===== config.mk =====
export PLATFORM = sky130hd
export DESIGN_NAME = serial_adder
export DESIGN_NICKNAME = d
export VERILOG_FILES = /design/src/rtl/serial_adder.sv
export SDC_FILE = /design/constraint.sdc
export NUM_CORES = 1
export LEC_CHECK = 0
export ABC_AREA = 1
export BUFFER_PORTS_ARGS = -buffer_cell sky130_fd_sc_hd__buf_2
export CORE_ASPECT_RATIO = 0.75
export CORE_UTILIZATION = 55
export DETAILED_ROUTE_END_ITERATION = 8
export PLACE_DENSITY_LB_ADDON = 0.05
export REMOVE_ABC_BUFFERS = 1
export SYNTH_ARGS = -nofsm -noshare
export SYNTH_HDL_FRONTEND = slang
export SYNTH_SLANG_ARGS = --single-unit
export TNS_END_PERCENT = 20

===== constraint.sdc =====
create_clock -name clk -period 1.67 [get_ports clk]
set_input_delay 0.501 -clock clk [delete_from_list [all_inputs] [get_ports clk]]
set_output_delay 0.501 -clock clk [all_outputs]
set_load 0.03 [all_outputs]

===== src/rtl/serial_adder.sv =====
// Bit-serial adder: one full-adder cell plus a registered carry, LSB first.
// Takes WIDTH cycles per addition and returns the result through a start/done handshake.
module serial_adder #(
  parameter int WIDTH = 8
) (
  input  logic             clk,
  input  logic             rst_n,
  input  logic             start,
  input  logic [WIDTH-1:0] a,
  input  logic [WIDTH-1:0] b,
  input  logic             cin,
  output logic             busy,
  output logic             done,
  output logic [WIDTH-1:0] sum,
  output logic             cout
);

  // state | meaning
  // IDLE  | waiting for start; operands captured on the accepting edge
  // RUN   | one bit pair added per edge, LSB first
  // DONE  | sum/cout just updated; done high for this single cycle
  typedef enum logic [1:0] {IDLE, RUN, DONE} state_t;

  localparam int CW = (WIDTH > 1) ? $clog2(WIDTH) : 1;
  localparam logic [CW-1:0] LAST = CW'(WIDTH - 1);

  state_t           state;
  logic [WIDTH-1:0] a_sr;
  logic [WIDTH-1:0] b_sr;
  logic [WIDTH-1:0] s_sr;
  logic             carry;
  logic [CW-1:0]    cnt;
  logic             s_bit;
  logic             c_bit;

  // Full-adder cell, fed only from registers.
  assign s_bit = a_sr[0] ^ b_sr[0] ^ carry;
  assign c_bit = (a_sr[0] & b_sr[0]) | (a_sr[0] & carry) | (b_sr[0] & carry);

  always_ff @(posedge clk or negedge rst_n) begin
    if (!rst_n) begin
      state <= IDLE;
      busy  <= 1'b0;
      done  <= 1'b0;
      sum   <= '0;
      cout  <= 1'b0;
      a_sr  <= '0;
      b_sr  <= '0;
      s_sr  <= '0;
      carry <= 1'b0;
      cnt   <= '0;
    end else begin
      case (state)
        IDLE: begin
          done <= 1'b0;
          if (start) begin
            a_sr  <= a;
            b_sr  <= b;
            carry <= cin;
            cnt   <= '0;
            busy  <= 1'b1;
            state <= RUN;
          end
        end
        RUN: begin
          a_sr  <= a_sr >> 1;
          b_sr  <= b_sr >> 1;
          s_sr  <= {s_bit, s_sr[WIDTH-1:1]};
          carry <= c_bit;
          cnt   <= cnt + 1'b1;
          if (cnt == LAST) begin
            sum   <= {s_bit, s_sr[WIDTH-1:1]};
            cout  <= c_bit;
            done  <= 1'b1;
            state <= DONE;
          end
        end
        DONE: begin
          done  <= 1'b0;
          busy  <= 1'b0;
          state <= IDLE;
        end
        default: begin
          done  <= 1'b0;
          busy  <= 1'b0;
          state <= IDLE;
        end
      endcase
    end
  end

endmodule


Word level (Yosys, flattened, before mapping)
Cells that the tools add are included.

Bitwise operators: 8. Reductions and logical operators: 6. Multiplexer cells: 15. Add/sub/neg operators: 1. Equality and inequality tests: 4.

Operators by type and width (count): one-hot mux 8 bit (2 select lines) (2); 2-to-1 mux 8 bit (2); AND reduction 2 bit (4); one-hot mux 3 bit (2 select lines) (1); 2-to-1 mux 1 bit (4); 2-to-1 mux 2 bit (2); != test 2 bit, second input constant (2); one-hot mux 1 bit (2 select lines) (2); one-hot mux 2 bit (2 select lines) (1); adder 3 x 1 -> 3 bit, second input constant (1); bitwise AND 1 bit (3); equality test 3 bit, second input constant (1); 2-to-1 mux 3 bit (1); equality test 2 x 1 -> 1 bit, second input constant (1); logical NOT 2 bit (1); bitwise OR 1 bit (2); nonzero test 2 bit (1); bitwise XOR 1 bit (2); NOT 1 bit (1).

Bits in registers: 41. Logic and storage cells: 44.

Depth between registers and ports, before layout
Word-level depth: 4. Gate-level depth with buffers: 7. Gate-level depth less buffers: 6.

Worst setup path after synthesis
OpenSTA, ideal clock, no wires.

Path type: register to register. Start point: register cnt[0]. End point: register sum[1]. Clock period less this slack: 1304 ps. Path buffers: 1. Library setup time: 74 ps. Data required time: 1596 ps. Setup slack: 366 ps. Arrival: 1230 ps. Cell stages (with the launch flop): 7. Path through: dfrtp_1 > ha_1 > ha_1 > nand2_4 > buf_6 > nand2_1 > o21ai_2.

Longest elaborated chain between the ends: 2.

RTL lines: start: declaration (RTL line 32) `logic [CW-1:0] cnt;`; start signal: assignment (RTL line 70) `cnt <= cnt + 1'b1;`; equality test 3 bit (RTL line 71) `if (cnt == LAST) begin`; AND reduction 2 bit (no line); end signal: assignment (RTL line 72) `sum <= {s_bit, s_sr[WIDTH-1:1]};`; end: declaration (RTL line 14) `output logic [WIDTH-1:0] sum,`.

Every way passes these cells. A chain may end at the register's enable or synchronous reset.

Worst setup path in the final report
Start point: register cnt[0]. End point: register sum[0].

Same word-level chain as after synthesis.

==> flow_summary.yaml <==
synth:
  yosysTopAreaCell: "dfrtp_1"
  synth_top_family_by_area: "simple AND/OR/NAND/NOR gates"
  synth_area_leaders: "dfrtp_1, nand3_2, nand2_1, inv_1, nand3_1"
  synth.top_cell.area_share_pct: 46.7
  synth_xor_area_share_pct: 0
  synth_cells: 226
  syn_area_per_cell_um2: 9.48
  synth_compound_area_share_pct: 6.71
  synth_warnings: 0
  synth-seq-area-share_pct: 46.7
  syn_area_mm2: 0.00214
  yosys.area_share.adder_pct: 2.10
  muxShareOfSynthArea_pct: 0
  yosysUniqueCellTypes: 22
  synth_simple_gate_area_share_pct: 31.4
  ys_seq_elements: 40
timing:
  fmax_mhz: 689
  tightest_slew_ns: 0.401
  hold_violations: 0
  slew_headroom_pct: 73.3
  min_period_ns: 1.45
  finalSetupTns_ns: 0
  setup_viol: 0
  drv_slew: 0
  period_share_pct: 86.9
  finalClockSkew_ns: 0.00623
  rsz0062_at_grt: "false"
floorplan:
  die_h_um: 56.1
  start_util_pct: 58.2
  die_area_mm2: 0.00415
  io_pins: 31
  fp.coreArea_mm2: 0.00368
  rows: 19
  die_w_um: 74.1
cts:
  path_clk_slew_ns: 0.08
  cts_buffer_depth: 2
  numClockSinks: 40
  cts_setup_buffers: 0
  cts_buffers: 5
  cts_hold_buffers: 0
  clockRootBuffer: "clkbuf_8"
  cts_resized: 0
  cts_tree: "done"
  clk-insertion-delay-late_ns: 0.29
  htreeDepth: 2
finish:
  syn_to_final_growth_pct: 11.3
  multi_input_area_um2: 862
  fin_util_pct: 64.8
  seq_area_mm2: 0.00100
  drive_gt1_share_pct: 33.2
  nNetsFinal: 279
  diodes: 0
  fin_cells: 308
  nFillCells: 314
route:
  avgRoutedWirePerCell_um: 11.5
  ant_nets: 0
  viasPerCell: 4.83
  firstDrtPassIters: 4
  drt_iter0_markers: 75
  vias: 1488
  wirelength_um: 3550
  post-route-drc-count: 0
place:
  dp_hpwl_um: 2360
  place_congestion: 0.735
  place_inst: 301
  io_buffers: 30
worst_setup_path:
  endpoint_kind: "flop"
  worst_setup_path_start_kind: "flop"
  worstPathArrival_ns: 1.64
  critical_path_class: "reg2reg"
  crit_path_max_fanout: 18
  crit_required_ns: 1.85
run:
  maxCapViolCount: 0
status:
  status: "finished, final reports clean"
global_routing:
  grt_start_max_net_pins: 41
  grt-ovfl-total: 0
  grt_pass1_vias: 1403
  grt_pass1_wl_um: 6380
  grt_usage_pct: 20.8
  grt_antenna_before_repair: 0
power_and_ir_drop:
  max-vdd-ir-drop_mv: 0.955
  power_density_mw_per_mm2: 1910
  cellLeakagePower_nw: 1.28
hold_path:
  hp-class: "in2async"
## metal layers
layer	part of all wire (%)	up-vias	track usage [%]
met2	43	33	28.4
li1	-	758	-
met1	51	689	30.5
met4	1.8	0	9.34
met3	4.3	8	5.43
met5	0	-	0
## critical path: stages, from the launching register on
cell	delay, ns
dfrtp_1	0.42
ha_1	0.22
ha_1	0.24
nand2_4	0.22
clkinv_1	0.12
nand2_1	0.08
nand2_1	0.04
## synth_stat cells
master and count:
nor2_4 1, nand2_1 56, dfrtp_1 40, inv_2 1, nor2_1 4, nand2_4 1, nand3_1 21, buf_6 3
inv_1 38, inv_4 1, a21oi_4 1, ha_1 2, buf_2 3, o21ai_0 6, clkinv_1 1, buf_4 2
buf_12 3, nand3_2 26, o21ai_1 2, o21ai_2 10, fa_1 1, nand2_8 3
## final timing paths
| path | from | end | slack (ns) | cells after the start |
|---|---|---|---|---|
| max in group asynchronous | rst_n | carry | 1.32 | 2 |
| hold / removal | rst_n | b_sr[3] | 0.17 | 2 |
| min in group clk | b[7] | b_sr[7] | 0.43 | 3 |
| hold reg to reg | sum[2] | sum[2] | 0.48 | 2 |
| setup reg to reg | cnt[0] | sum[0] | 0.22 | 6 |
| setup / recovery | cnt[0] | sum[0] | 0.22 | 6 |
## where the power goes
group          total [mW]  internal [mW]  switching [mW]
Sequential           1.74           1.42           0.316
Combinational        2.13          0.792            1.33
Clock               0.689          0.368           0.321
## placed cells by master, fill, tap and decap left out, types with 2 or more instances in the layout
| cell | Yosys | layout |
|---|---|---|
| nand3_2 | 26 | 26 |
| buf_2 | 3 | 30 |
| ha_1 | 2 | 2 |
| clkbuf_8 | 0 | 7 |
| o21ai_1 | 2 | 2 |
| dfrtp_1 | 40 | 40 |
| buf_4 | 2 | 2 |
| inv_1 | 38 | 38 |
| buf_12 | 3 | 2 |
| nand2_1 | 56 | 56 |
| o21ai_0 | 6 | 6 |
| nand3_1 | 21 | 21 |
| nand2_8 | 3 | 3 |
| nor2_1 | 4 | 4 |
| o21ai_2 | 10 | 10 |
## cell families after synthesis
kind of cell,after synthesis
and+or+nand+nor,112
buffers and inverters,52
DFF,40
AOI/OAI and AO/OA,19
adders and majority gates,3
## through the flow
step	setup WS [ns]	area [um2]	hold WS (ns)	power [mW]
finish	0.219	2390	0.168	4.55
global route	0.107	2390	0.179	4.97
CTS	0.196	2390	0.171	4.61
detailed placement	0.212	2290	0.464	3.90
global placement	0.270	2290	0.457	3.89
floorplan	0.321	2020	0.205	3.35
## registers in the layout, indices dropped and copies added, names as in the netlist
| name | flops |
|---|---|
| sum | 8 |
| b_sr | 8 |
| cnt | 3 |
| done | 1 |
| state | 2 |
| s_sr | 7 |
| a_sr | 8 |
| busy | 1 |
| carry | 1 |
| cout | 1 |
## cell type report
cell class	count	share of cell area (%)
sequential	40	42.0
multi-input combinational	134	36.1
timing repair buffer	34	8.60
inverter	41	6.55
clock buffer	7	4.04
tap	52	2.73
No activity file was read; power rests on OpenSTA's default activity.
